$ cat src/rtl/memory_stage_pkg.sv
// rtl/memory_stage_pkg.sv - shared types and constants for the MEM pipeline stage
//
// Purpose : word/register widths, MEM/WB register layout, data-memory FSM
//           state encoding and the address alignment helper.
// Ports   : none (package).
package memory_stage_pkg;

  localparam int WORD_W         = 32;
  localparam int REG_SIZE       = 5;
  localparam int MEMWB_REG_SIZE = WORD_W + REG_SIZE + 3;

  // Low address bits that must be zero for a word access.
  localparam logic [1:0] ALIGN_MASK = 2'b11;

  typedef enum logic {
    IDLE = 1'b0,
    WAIT = 1'b1
  } mem_state_t;

  typedef struct packed {
    logic [WORD_W-1:0]   result;
    logic [REG_SIZE-1:0] write_reg;
    logic                reg_write;
    logic                finish;
    logic                bus_err;
  } memwb_t;

  function automatic logic is_aligned(input logic [WORD_W-1:0] addr);
    return (addr[1:0] & ALIGN_MASK) == 2'b00;
  endfunction

endpackage

$ cat src/rtl/memory_stage_dmem_fsm.sv
// rtl/memory_stage_dmem_fsm.sv - data-memory handshake FSM for the MEM stage
//
// Purpose : sequences one req/ack access on the data-memory bus, generates the
//           pipeline stall while an access is outstanding, and (optionally)
//           abandons an access that never gets acked.
// Macro   : MEMORY_TIMEOUT_EN enables the WAIT-state timeout counter.
// Ports   :
//   clk, reset      clock, synchronous active-high reset
//   mem_op          current EX/MEM instruction is a load or store
//   aligned         its address is word aligned
//   ack             bus acknowledge
//   req             bus request (gated low during reset)
//   stall           freeze the front of the pipeline (gated low during reset)
//   done            the access completes this cycle
//   timeout         the access is abandoned this cycle
module dmem_fsm
  import memory_stage_pkg::*;
#(
  parameter int TIMEOUT = 15,
  parameter int CNT_W   = 4
) (
  input  logic clk,
  input  logic reset,
  input  logic mem_op,
  input  logic aligned,
  input  logic ack,
  output logic req,
  output logic stall,
  output logic done,
  output logic timeout
);

  if (2**CNT_W <= TIMEOUT) begin : g_cfg_check
    $error("dmem_fsm: CNT_W too narrow for TIMEOUT");
  end

  mem_state_t state;
  mem_state_t state_nxt;

  always_ff @(posedge clk) begin
    if (reset) begin
      state <= IDLE;
    end else begin
      state <= state_nxt;
    end
  end

`ifdef MEMORY_TIMEOUT_EN
  // Counts completed WAIT cycles; restarts at zero on every entry to WAIT.
  logic [CNT_W-1:0] cnt;

  always_ff @(posedge clk) begin
    if (reset || state != WAIT) begin
      cnt <= '0;
    end else begin
      cnt <= cnt + CNT_W'(1);
    end
  end
`endif

  always_comb begin
    state_nxt = state;
    req       = 1'b0;
    stall     = 1'b0;
    done      = 1'b0;
    timeout   = 1'b0;
    unique case (state)
      IDLE: begin
        if (mem_op && aligned) begin
          req = 1'b1;
          if (ack) begin
            done = 1'b1;
          end else begin
            stall     = 1'b1;
            state_nxt = WAIT;
          end
        end
      end
      WAIT: begin
        req = 1'b1;
        if (ack) begin
          done      = 1'b1;
          state_nxt = IDLE;
        end
`ifdef MEMORY_TIMEOUT_EN
        else if (cnt == CNT_W'(TIMEOUT)) begin
          req       = 1'b0;
          timeout   = 1'b1;
          state_nxt = IDLE;
        end
`endif
        else begin
          stall = 1'b1;
        end
      end
    endcase
    // A reset mid-access abandons it immediately: nothing more goes on the bus.
    if (reset) begin
      req     = 1'b0;
      stall   = 1'b0;
      done    = 1'b0;
      timeout = 1'b0;
    end
  end

endmodule

$ cat src/rtl/memory_stage.sv
// rtl/memory_stage.sv - pipeline MEM stage: data-memory access, branch resolve, MEM/WB register
//
// Purpose : consumes the EX/MEM register, drives the data-memory req/ack bus,
//           stalls the front of the pipeline during wait states, resolves the
//           branch and loads the MEM/WB register.
// Macro   : MEMORY_TIMEOUT_EN enables the bus timeout inside dmem_fsm.
// Ports   :
//   clk, reset                     clock, synchronous active-high reset
//   writeDataM/ALUResultM/pcM      store data, address/ALU result, PC
//   writeRegM, regWriteM, memWriteM, mem2regM, zeroM, branchM, finishM
//                                  EX/MEM control
//   dmem_req/we/addr/wdata         data-memory request side
//   dmem_ack/rdata                 data-memory response side
//   stallM                         freeze PC, IF/ID, ID/EX, EX/MEM
//   pcSrcM, branchPcM              branch decision and target
//   resultW, writeRegW, regWriteW, finishW, busErrW   MEM/WB register
module memory_stage
  import memory_stage_pkg::*;
#(
  parameter int TIMEOUT = 15,
  parameter int CNT_W   = 4
) (
  input  logic                clk,
  input  logic                reset,
  input  logic [WORD_W-1:0]   writeDataM,
  input  logic [WORD_W-1:0]   ALUResultM,
  input  logic [WORD_W-1:0]   pcM,
  input  logic [REG_SIZE-1:0] writeRegM,
  input  logic                regWriteM,
  input  logic                memWriteM,
  input  logic                mem2regM,
  input  logic                zeroM,
  input  logic                branchM,
  input  logic                finishM,
  output logic                dmem_req,
  output logic                dmem_we,
  output logic [WORD_W-1:0]   dmem_addr,
  output logic [WORD_W-1:0]   dmem_wdata,
  input  logic                dmem_ack,
  input  logic [WORD_W-1:0]   dmem_rdata,
  output logic                stallM,
  output logic                pcSrcM,
  output logic [WORD_W-1:0]   branchPcM,
  output logic [WORD_W-1:0]   resultW,
  output logic [REG_SIZE-1:0] writeRegW,
  output logic                regWriteW,
  output logic                finishW,
  output logic                busErrW
);

  logic   mem_op;
  logic   aligned;
  logic   misaligned;
  logic   is_load;
  logic   done;
  logic   timeout;
  memwb_t memwb_d;
  memwb_t memwb_q;

  assign mem_op     = memWriteM | mem2regM;
  assign aligned    = is_aligned(ALUResultM);
  assign misaligned = mem_op & ~aligned;
  // With both controls set the instruction is a store, never a load.
  assign is_load    = mem2regM & ~memWriteM;

  dmem_fsm #(
    .TIMEOUT (TIMEOUT),
    .CNT_W   (CNT_W)
  ) u_dmem_fsm (
    .clk     (clk),
    .reset   (reset),
    .mem_op  (mem_op),
    .aligned (aligned),
    .ack     (dmem_ack),
    .req     (dmem_req),
    .stall   (stallM),
    .done    (done),
    .timeout (timeout)
  );

  // Upstream registers are frozen while stalled, so these stay stable in WAIT.
  assign dmem_we    = memWriteM;
  assign dmem_addr  = ALUResultM;
  assign dmem_wdata = writeDataM;

  assign pcSrcM    = branchM & zeroM & ~stallM & ~reset;
  assign branchPcM = pcM;

  always_comb begin
    memwb_d = '0;
    if (!stallM) begin
      memwb_d.result    = (is_load && done) ? dmem_rdata : ALUResultM;
      memwb_d.write_reg = writeRegM;
      memwb_d.finish    = finishM;
      memwb_d.bus_err   = misaligned | timeout;
      memwb_d.reg_write = regWriteM & ~memWriteM & ~(misaligned | timeout);
    end
  end

  always_ff @(posedge clk) begin
    if (reset) begin
      memwb_q <= '0;
    end else begin
      memwb_q <= memwb_d;
    end
  end

  assign resultW   = memwb_q.result;
  assign writeRegW = memwb_q.write_reg;
  assign regWriteW = memwb_q.reg_write;
  assign finishW   = memwb_q.finish;
  assign busErrW   = memwb_q.bus_err;

endmodule

$ cat config.mk
export PLATFORM = sky130hd
export DESIGN_NAME = memory_stage
export DESIGN_NICKNAME = d
export VERILOG_FILES = /design/src/rtl/memory_stage_pkg.sv /design/src/rtl/memory_stage_dmem_fsm.sv /design/src/rtl/memory_stage.sv
export SDC_FILE = /design/constraint.sdc
export NUM_CORES = 1
export LEC_CHECK = 0
export CORE_AREA = 2 2 109 111
export CTS_BUF_LIST = sky130_fd_sc_hd__clkbuf_8 sky130_fd_sc_hd__clkbuf_16
export CTS_CLUSTER_SIZE = 14
export DETAILED_ROUTE_END_ITERATION = 12
export DIE_AREA = 0 0 111 113
export GPL_TIMING_DRIVEN = 0
export PLACE_DENSITY = 0.67
export SYNTH_ARGS = -nofsm -noshare
export SYNTH_HDL_FRONTEND = slang
export SYNTH_SLANG_ARGS = --single-unit
$ cat constraint.sdc
create_clock -name clk -period 3.6 [get_ports clk]
set_clock_uncertainty 0.15 [all_clocks]
set_input_delay 0.36 -clock clk [delete_from_list [all_inputs] [get_ports clk]]
set_output_delay 0.36 -clock clk [all_outputs]
set_load 0.02 [all_outputs]
==> flow_metrics.py <==
metrics = {
    "drt": {
        "drt_iter0_drc": 113,
        "first_pass_iters": 6,
        "vias_per_cell": 4.36,
        "antenna_left": 0,
        "routedWlPerCell_um": 16.5,
        "drt-total-wl_um": 10700,
        "drc": 0,
        "dr_total_vias": 2822,
    },
    "timing": {
        "setup_violations": 0,
        "post-route-period-util_pct": 87.2,
        "hold_viol": 0,
        "tightestPinTransition_ps": 533,
        "maxSlewViolCount": 0,
        "finalSetupTns_ps": 0,
        "rsz0062_at_grt": "false",
        "fin_crit_ps": 3140,
        "slew_headroom_pct": 64.2,
        "fmax_mhz": 318,
        "setup_ws_ps": 459,
        "timing.hold.ws_ps": 410,
    },
    "final_layout": {
        "n_antenna_cell": 0,
        "layout.nets": 645,
        "fill_cells": 1089,
        "final_common_cell": "clkdlybuf4s50_1",
        "finalInstanceArea_um2": 5100,
        "fin_util_pct": 45.3,
        "drive_gt1_share_pct": 23.4,
        "layoutNonFillerInstCount": 647,
        "final_cell_mix": "216 x clkdlybuf4s50_1, 97 x buf_4, 41 x dfxtp_1, 33 x inv_1, 32 x a221o_1",
        "syn_to_final_growth_pct": 97.1,
    },
    "placed_design": {
        "dp_slack_ps": 400,
        "dp_cells": 639,
        "gp_congestion": 0.816,
        "io_buffers": 216,
        "dpl.hpwl_um": 8760,
        "place_area_um2": 4930,
    },
    "synth": {
        "syn_nets": 422,
        "seq_area_frac_synth_pct": 31.7,
        "syn-cell-area_um2": 2590,
        "syn_area_per_cell_um2": 9.24,
        "yosys_warnings": 0,
        "synth_cells": 280,
        "ys_types": 21,
        "ys_seq_elements": 41,
    },
    "grt": {
        "antenna_found_initial": 1,
        "grt_pass1_vias": 3034,
        "grt_use_total_pct": 16.3,
        "grt_pass1_wl_um": 16200,
        "grt_max_degree": 13,
        "grt-ovfl-total": 0,
    },
    "setup_path": {
        "critPathCaptureType": "primary output",
        "cp_max_fo": 10,
        "required_ps": 3090,
        "critical_path_class": "in2out",
        "cp_data_arrival_time_ps": 2630,
        "critPathLaunchType": "primary input",
        "ff2ff_setup_slack_ps": 1880,
    },
    "die": {
        "dieArea_um2": 12500,
        "ios": 282,
        "dieHeight_um": 113,
        "start_util_pct": 23.0,
        "core_um2": 11300,
        "chipWidth_um": 111,
        "fp-row-count": 39,
    },
    "clocking": {
        "clk_path_buf_depth": 2,
        "postCtsSetupBuffers": 0,
        "cts-root-buf": "clkbuf_16",
        "cts.sinks": 41,
        "ctsResizeCount": 0,
        "clk_pin_slew_ps": 60,
        "cts_tree": "done",
        "cts_hold_buf": 0,
        "clk_latency_ps": 280,
        "cts.htree.levels": 2,
        "numCtsBuffers": 5,
    },
    "status": {
        "run_status": "finished, final reports clean",
    },
    "worst_hold_path": {
        "worstHoldPathType": "in2reg",
    },
    "power_and_ir_drop": {
        "p_total_mw": 1.62,
        "p_leak_nw": 2.16,
        "p_per_area_nw_per_um2": 318,
        "peakVddDrop_mv": 0.183,
    },
    "run": {
        "maxCapViolations": 0,
    },
}
-- sequential cells by signal (all words and copies together), names as in the netlist --
| signal | count |
|---|---|
| writeRegW | 5 |
| busErrW | 1 |
| u_dmem_fsm.state | 1 |
| finishW | 1 |
| regWriteW | 1 |
| resultW | 32 |
-- cells by family after synthesis --
group           after synthesis  synth area share, %
buf+inv                     151                 38.7
compound gates               74                 26.3
flops                        41                 31.7
simple gates                 14                 3.24
-- cell usage after synthesis --
library cell	count	area (um^2)
buf_4	97	728
nor2_1	4	15.0
buf_6	9	101
nand2b_4	1	13.8
buf_2	3	15.0
nor3_1	1	5.00
a2111oi_0	31	272
clkbuf_1	10	37.5
nor3b_1	2	15.0
a221oi_1	1	8.76
a211oi_4	1	20.0
o21ai_1	1	5.00
a221o_1	32	320
dfxtp_1	41	821
a21oi_1	2	10.0
nor2b_1	1	6.26
inv_1	32	120
or2_1	2	12.5
nand2_1	1	3.75
a21boi_1	6	45.0
nand2b_1	2	12.5
-- power by group --
group	switching [mW]	internal, mW
logic	0.256	0.340
registers	0.00945	0.492
clock network	0.183	0.344
-- layout make-up --
cell class / instances / area, um^2 / share of cell area, %
Timing Repair Buffer: 216 / 2160 / 42.4
Buffer: 119 / 882 / 17.3
Sequential cell: 41 / 821 / 16.1
Multi-Input combinational cell: 88 / 764 / 15.0
Tap cell: 143 / 179 / 3.51
Clock buffer: 6 / 139 / 2.72
Inverter: 32 / 120 / 2.35
Clock inverter: 2 / 33.8 / 0.662
-- metal layers --
metal | track usage, % | vias up | part of all wire, %
met5 | 0 | - | 0.11
met4 | 4.08 | 2 | 1.4
met3 | 6.75 | 14 | 9.8
met2 | 31.2 | 160 | 52
met1 | 16.5 | 1303 | 36
li1 | - | 1343 | -
-- worst paths after layout --
kind         cells after the start        startpoint           to
max                              6     ALUResultM[1]       stallM
min                              3             reset   resultW[8]
max reg2reg                      5  u_dmem_fsm.state  resultW[18]
min reg2reg                      4  u_dmem_fsm.state      finishW
-- worst max-delay path: stages --
cell	delay [ps]
clkdlybuf4s50_1	510
nor2_1	320
clkbuf_1	390
a21oi_1	140
nor3_1	210
clkdlybuf4s50_1	690
No activity file was read; power rests on OpenSTA's default activity.
